## config.mk

```make
export PLATFORM = sky130hd
export DESIGN_NAME = game_status_flat
export DESIGN_NICKNAME = d
export VERILOG_FILES = /design/src/rtl/game_pkg.sv /design/src/rtl/game_status_if.sv /design/src/rtl/tile_flash_timer.sv /design/src/rtl/game_status.sv /design/src/flat_wrapper.sv
export SDC_FILE = /design/constraint.sdc
export NUM_CORES = 1
export LEC_CHECK = 0
export BUFFER_PORTS_ARGS = -buffer_cell sky130_fd_sc_hd__buf_2
export CORE_UTILIZATION = 35
export CTS_CLUSTER_DIAMETER = 60
export DETAILED_ROUTE_END_ITERATION = 10
export PLACE_DENSITY_LB_ADDON = 0.1
export SLEW_MARGIN = 20
export SYNTH_ARGS = -nofsm -noshare
export SYNTH_HDL_FRONTEND = slang
export SYNTH_SLANG_ARGS = --single-unit
```

## constraint.sdc

```tcl
create_clock -name clk -period 10.1 [get_ports clk]
set_input_delay 1.01 -clock clk [delete_from_list [all_inputs] [get_ports clk]]
set_output_delay 1.01 -clock clk [all_outputs]
set_load 0.05 [all_outputs]
```

## src/rtl/game_pkg.sv

```systemverilog
// Shared grid geometry, scan FSM states and a cell accessor for the game blocks.
package game_pkg;

    localparam int GRID_CELLS = 16;
    localparam int CELL_W     = 4;
    localparam int GRID_W     = GRID_CELLS * CELL_W;

    typedef enum logic {
        IDLE = 1'b0,
        SCAN = 1'b1
    } scanState_t;

    // Returns the exponent stored in cell idx of a packed grid.
    function automatic logic [CELL_W-1:0] cell_at(input logic [GRID_W-1:0] grid,
                                                  input logic [3:0]        idx);
        return grid[idx*CELL_W +: CELL_W];
    endfunction

endpackage

```

## src/rtl/game_status_if.sv

```systemverilog
// Grid/added-tile inputs from game_logic and the status/highlight outputs to the renderer.
interface game_status_if;
    import game_pkg::*;

    logic [GRID_W-1:0] grid;
    logic [3:0]        added_tile_index;
    logic              status_valid;
    logic [4:0]        empty_count;
    logic [3:0]        max_tile;
    logic              game_over;
    logic              game_won;
    logic              flash_active;
    logic [3:0]        flash_index;

    modport master (
        output grid, added_tile_index,
        input  status_valid, empty_count, max_tile, game_over, game_won,
               flash_active, flash_index
    );

    modport slave (
        input  grid, added_tile_index,
        output status_valid, empty_count, max_tile, game_over, game_won,
               flash_active, flash_index
    );

endinterface

```

## src/rtl/tile_flash_timer.sv

```systemverilog
// Stretches the one-cycle added-tile pulse into a fixed-length highlight window.
module tile_flash_timer #(
    parameter int FLASH_W      = 22,
    parameter int FLASH_CYCLES = 2500000
) (
    input  logic       clk,
    input  logic       rst_n,
    input  logic [3:0] i_addedIndex,
    output logic       o_flashActive,
    output logic [3:0] o_flashIndex
);

    logic [FLASH_W-1:0] r_count;
    logic [3:0]         r_index;

    // Index 0 means "no event", so a new event always retargets and restarts.
    always_ff @(posedge clk or negedge rst_n) begin
        if (!rst_n) begin
            r_count <= '0;
            r_index <= 4'd0;
        end else if (i_addedIndex != 4'd0) begin
            r_count <= FLASH_W'(FLASH_CYCLES);
            r_index <= i_addedIndex;
        end else if (r_count != '0) begin
            r_count <= r_count - FLASH_W'(1);
        end
    end

    assign o_flashActive = (r_count != '0);
    assign o_flashIndex  = r_index;

endmodule

```

## src/rtl/game_status.sv

```systemverilog
// Rescans the 4x4 grid one cell per clock after every change and reports
// empty count, max tile, game over and a sticky win flag; also drives the tile highlight.
module game_status
    import game_pkg::*;
#(
    parameter int WIN_TILE     = 11,
    parameter int FLASH_W      = 22,
    parameter int FLASH_CYCLES = 2500000
) (
    input logic          clk,
    input logic          rst_n,
    game_status_if.slave bus
);

    scanState_t        r_state;
    scanState_t        w_nextState;

    logic              r_primed;
    logic [GRID_W-1:0] r_snapshot;
    logic [3:0]        r_idx;
    logic [4:0]        r_emptyAcc;
    logic [3:0]        r_maxAcc;
    logic              r_mergeAcc;

    logic              r_statusValid;
    logic [4:0]        r_emptyCount;
    logic [3:0]        r_maxTile;
    logic              r_gameOver;
    logic              r_gameWon;

    logic              w_change;
    logic              w_lastCell;
    logic              w_load;
    logic              w_scanStep;
    logic              w_commit;
    logic [3:0]        w_cell;
    logic [3:0]        w_right;
    logic [3:0]        w_down;
    logic              w_mergeHere;
    logic [4:0]        w_emptyNext;
    logic [3:0]        w_maxNext;
    logic              w_mergeNext;
    logic              w_flashActive;
    logic [3:0]        w_flashIndex;

    // r_primed forces one scan after reset even when the grid still matches the zeroed snapshot.
    assign w_change    = !r_primed || (bus.grid != r_snapshot);
    assign w_lastCell  = (r_idx == 4'(GRID_CELLS - 1));

    assign w_cell      = cell_at(r_snapshot, r_idx);
    assign w_right     = cell_at(r_snapshot, r_idx + 4'd1);
    assign w_down      = cell_at(r_snapshot, r_idx + 4'd4);
    assign w_mergeHere = (w_cell != 4'd0) &&
                         (((r_idx[1:0] != 2'd3) && (w_cell == w_right)) ||
                          ((r_idx < 4'd12) && (w_cell == w_down)));
    assign w_emptyNext = r_emptyAcc + {4'd0, (w_cell == 4'd0)};
    assign w_maxNext   = (w_cell > r_maxAcc) ? w_cell : r_maxAcc;
    assign w_mergeNext = r_mergeAcc | w_mergeHere;

    always_ff @(posedge clk or negedge rst_n) begin
        if (!rst_n) begin
            r_state <= IDLE;
        end else begin
            r_state <= w_nextState;
        end
    end

    always_comb begin
        w_nextState = r_state;
        unique case (r_state)
            IDLE:    if (w_change) w_nextState = SCAN;
            SCAN:    if (!w_change && w_lastCell) w_nextState = IDLE;
            default: w_nextState = IDLE;
        endcase
    end

    always_comb begin
        w_load     = w_change;
        w_scanStep = (r_state == SCAN) && !w_change;
        w_commit   = w_scanStep && w_lastCell;
    end

    // Commit folds in cell 15 directly so results land on the same edge that scans it.
    always_ff @(posedge clk or negedge rst_n) begin
        if (!rst_n) begin
            r_primed      <= 1'b0;
            r_snapshot    <= '0;
            r_idx         <= 4'd0;
            r_emptyAcc    <= 5'd0;
            r_maxAcc      <= 4'd0;
            r_mergeAcc    <= 1'b0;
            r_statusValid <= 1'b0;
            r_emptyCount  <= 5'd0;
            r_maxTile     <= 4'd0;
            r_gameOver    <= 1'b0;
            r_gameWon     <= 1'b0;
        end else if (w_load) begin
            r_primed      <= 1'b1;
            r_snapshot    <= bus.grid;
            r_idx         <= 4'd0;
            r_emptyAcc    <= 5'd0;
            r_maxAcc      <= 4'd0;
            r_mergeAcc    <= 1'b0;
            r_statusValid <= 1'b0;
        end else if (w_scanStep) begin
            r_idx      <= r_idx + 4'd1;
            r_emptyAcc <= w_emptyNext;
            r_maxAcc   <= w_maxNext;
            r_mergeAcc <= w_mergeNext;
            if (w_commit) begin
                r_statusValid <= 1'b1;
                r_emptyCount  <= w_emptyNext;
                r_maxTile     <= w_maxNext;
                r_gameOver    <= (w_emptyNext == 5'd0) && !w_mergeNext;
                r_gameWon     <= r_gameWon | (w_maxNext >= 4'(WIN_TILE));
            end
        end
    end

    tile_flash_timer #(
        .FLASH_W      (FLASH_W),
        .FLASH_CYCLES (FLASH_CYCLES)
    ) u_flashTimer (
        .clk           (clk),
        .rst_n         (rst_n),
        .i_addedIndex  (bus.added_tile_index),
        .o_flashActive (w_flashActive),
        .o_flashIndex  (w_flashIndex)
    );

    assign bus.status_valid = r_statusValid;
    assign bus.empty_count  = r_emptyCount;
    assign bus.max_tile     = r_maxTile;
    assign bus.game_over    = r_gameOver;
    assign bus.game_won     = r_gameWon;
    assign bus.flash_active = w_flashActive;
    assign bus.flash_index  = w_flashIndex;

endmodule

```

## src/flat_wrapper.sv

```systemverilog
// flat-port wrapper written by rule: the top's interface ports become plain ports
module game_status_flat import game_pkg::*;
#(
    parameter int WIN_TILE     = 11,
    parameter int FLASH_W      = 22,
    parameter int FLASH_CYCLES = 2500000
)
  (clk, rst_n, bus_grid, bus_added_tile_index, bus_status_valid, bus_empty_count, bus_max_tile, bus_game_over, bus_game_won, bus_flash_active, bus_flash_index);
  game_status_if bus_i ();
  input logic clk;
  input logic rst_n;
  input wire logic [$bits(bus_i.grid)-1:0] bus_grid;
  input wire logic [$bits(bus_i.added_tile_index)-1:0] bus_added_tile_index;
  output wire logic [$bits(bus_i.status_valid)-1:0] bus_status_valid;
  output wire logic [$bits(bus_i.empty_count)-1:0] bus_empty_count;
  output wire logic [$bits(bus_i.max_tile)-1:0] bus_max_tile;
  output wire logic [$bits(bus_i.game_over)-1:0] bus_game_over;
  output wire logic [$bits(bus_i.game_won)-1:0] bus_game_won;
  output wire logic [$bits(bus_i.flash_active)-1:0] bus_flash_active;
  output wire logic [$bits(bus_i.flash_index)-1:0] bus_flash_index;
  assign bus_i.grid = bus_grid;
  assign bus_i.added_tile_index = bus_added_tile_index;
  assign bus_status_valid = bus_i.status_valid;
  assign bus_empty_count = bus_i.empty_count;
  assign bus_max_tile = bus_i.max_tile;
  assign bus_game_over = bus_i.game_over;
  assign bus_game_won = bus_i.game_won;
  assign bus_flash_active = bus_i.flash_active;
  assign bus_flash_index = bus_i.flash_index;
  game_status #(.WIN_TILE(WIN_TILE), .FLASH_W(FLASH_W), .FLASH_CYCLES(FLASH_CYCLES)) u_core (.clk(clk), .rst_n(rst_n), .bus(bus_i));
endmodule
```

==> run metrics <==
Clock Pin Slew Worst Setup and Hold Paths 0.06 ns; static leakage 3.39 nW; Final Max Slew Viols 0; Post-synth EDFFs 0; CP max FO 36; I/O Buffers 86; # resized after CTS 0; worst setup path endpoint u_core.bus.game_won; cts hold-fix bufs 0; worst vdd rail ir drop ~0.10 mV; critical path startpoint category flop; Post-CTS Repair Setup Buffers 0; RSZ-0062 raised after global routing false; top cells by area, synth dfrtp_1 43%, mux4_2 13%, xor2_1 6.6%; fillers 1,839; antenna violations before repair 0; core box area 19,000 um2; period utilization 42.2%; Synth-to-Final Area Change 14.9%; TritonCTS clock tree built; number of distinct library cells after synthesis 57; R2R Path Start u_core.r_idx[1]; Die Span Y 142 um; first-pass GRT wire length 27,000 um; gr usage total 18.0%; Int Pwr 928 uW; Inserted Diodes 0; leading area contributor after synthesis dfrtp_1; Final nets 727; Mapped Area 6880 um2; maximum root-to-sink buffer count 2; top_reg_cell synth dfrtp_1; final hold vios 0; Sequential Power Share between 40% and 50%; routed vias/inst slightly above 5; worst r2r dst u_core.bus.game_won; wire per inst 18.3 um; Yosys reg bits 118; Die W 142 um; Layout Skew around 0.010 ns; clock sinks 118; Setup Total Neg Slack 0 ns; layout cell share with drive strength beyond 1 27.1%; H-tree levels 4; CP Data Required Time around 10 ns; Syn Area/Cell 11.0 um2; WHS Path Cells 1; total grt overflow 0; CP Launch Point u_core.r_idx[1]; setup slack, reg-to-reg 5.84 ns; FFs w/ async S/R, synth 100%; Psw roughly 300 uW; CP arrival roughly 4.6 ns; Comb pwr share 8.2%; Skew-Pair Late Insertion Delay 0.42 ns; clk root buf clkbuf_16; RePlAce Congestion ~0.85; initial DRC count roughly 310; num rows 50; Mapped Nets 706; relative slew slack between 40% and 50%; Worst Tran Pin Value between 0.8 and 0.9 ns; clock share of power 50.4%; final setup fails 0; Final WS setup 5.84 ns; Sw Share 24.2%; largest net degree at the start of global routing 61; DP HPWL 12,500 um; Worst Hold Class reg2reg; remaining antenna violation count 0; FMAX 0.235 GHz; Period minus WS final 4.26 ns; Vias 4,714; Mapped Cells 627; Worst setup EP type flop; outcome completed; final wirelength 16,800 um; area of the die between 20,000 and 25,000 um2; Post-route DRC 0; post-place setup slack 5.87 ns; vias in the first global route 4,855; Setup CP Type reg2reg; Synth top area share 42.9%; R2R cell count 13; number of buffers created by CTS 17; First-pass DRT Iterations 4; max cap viols 0; sequential area share after synthesis 42.9%; Yosys warnings 0; IO Count 87; Power Density 155 nW/um2; starting density of the core 36.3%
worst max-delay path, cell delays in order, from the launching register on:
cell and delay [ns]:
dfrtp_2 0.34, buf_4 0.49, mux4_2 0.58, mux2_2 0.29, o21ai_0 0.49, inv_1 0.11, ha_1 0.31, nor2b_1 0.13
o21a_1 0.16, o21a_1 0.18, o21ai_1 0.40, mux2i_1 0.22, a21o_1 0.21, a31o_2 0.22
cell families (layout without fill, tap and decap cells):
group                      after synthesis  after routing  synth area share, %
and+or+nand+nor                        146            146                 11.2
buffers and inverters                  130            164                 7.76
DFF                                    118            118                 42.9
muxes                                   84             84                 20.3
xor gates and xnor gates                74             74                 9.42
AOI/OAI and AO/OA                       65             65                 6.71
adders and majority gates                9              9                 1.64
other                                    1              1               0.0545
state kept, by name, indices dropped and copies added (netlist names):
name / flops
u_core.r_emptyAcc: 5
u_core.bus.status_valid: 1
u_core.r_snapshot: 64
u_core.bus.max_tile: 4
u_core.r_idx: 4
u_core.r_mergeAcc: 1
u_core.bus.game_over: 1
u_core.r_maxAcc: 4
u_core.u_flashTimer.o_flashIndex: 4
u_core.r_state: 1
u_core.bus.game_won: 1
u_core.r_primed: 1
u_core.u_flashTimer.r_count: 22
u_core.bus.empty_count: 5
metal layers:
metal	share of wire, %	vias up	GRT usage [%]
met5	0	-	0
met4	1.2	0	5.66
met2	47	133	28.3
met3	4.9	17	4.74
met1	47	2335	24.3
li1	-	2229	-
cells in the mapped netlist (13+ instances only):
library cell,instances
xnor2_1,22
mux4_2,39
mux2i_1,30
inv_1,40
nand2_1,20
nand4_1,13
clkbuf_1,73
nor2b_1,13
nor2_1,34
nand3_1,19
dfrtp_1,118
nor4_1,20
xor2_1,52
area by class of cell:
cell class,instances,area (um2),area share (%)
multi-input combinational,379,3390,42.9
sequential,118,2950,37.4
timing repair buffer,92,478,6.05
clock buffer,21,450,5.70
tap,260,325,4.12
clock inverter,11,151,1.92
inverter,40,150,1.90
worst min-delay path by stage:
stage                                              from                                  end
floorplan                            u_core.r_maxAcc[1]                   u_core.r_maxAcc[1]
global placement    u_core.u_flashTimer.o_flashIndex[1]  u_core.u_flashTimer.o_flashIndex[1]
detailed placement  u_core.u_flashTimer.o_flashIndex[3]  u_core.u_flashTimer.o_flashIndex[3]
CTS                 u_core.u_flashTimer.o_flashIndex[3]  u_core.u_flashTimer.o_flashIndex[3]
global route        u_core.u_flashTimer.o_flashIndex[1]  u_core.u_flashTimer.o_flashIndex[1]
finish              u_core.u_flashTimer.o_flashIndex[1]  u_core.u_flashTimer.o_flashIndex[1]
cells in the final DEF (no fill, tap or decap), types with 4 or more instances in the layout:
master	netlist	layout
nand3_1	19	19
a211oi_1	4	4
buf_4	1	7
buf_2	9	85
nand2b_1	4	4
a21oi_1	10	10
mux4_2	39	39
clkbuf_16	0	17
o21ai_0	6	6
o22ai_1	10	10
nor2_1	34	34
nor4_1	20	20
xor2_1	52	52
nor3_1	8	8
mux2_4	9	9
mux2_2	5	5
xnor2_1	22	22
nand2_1	20	20
mux2i_1	30	30
nand4_1	13	13
dfrtp_1	118	117
a21o_1	6	6
clkinvlp_4	0	4
ha_1	9	9
inv_1	40	40
a22oi_1	6	6
nor2b_1	13	13
metrics by stage:
step	hold WS [ns]	instance area, um2	std cells	total power, mW	util (%)
after global placement	0.454	7300	889	0.615	38.5
after floorplan	0.486	6880	627	0.571	-
after CTS	0.480	7900	921	1.24	41.7
final	0.473	7900	921	1.22	41.7
after detailed placement	0.464	7300	889	0.616	38.5
after global routing	0.496	7900	921	1.28	41.7
power by group through the flow:
stage	Sequential, mW	Clock (mW)	Combinational (mW)
after floorplan	0.510	0	0.0608
final	0.506	0.617	0.101
after global placement	0.514	0	0.101
after detailed placement	0.514	0	0.101
after CTS	0.506	0.635	0.102
after global routing	0.508	0.655	0.112
(Power assumes the default switching activity.)
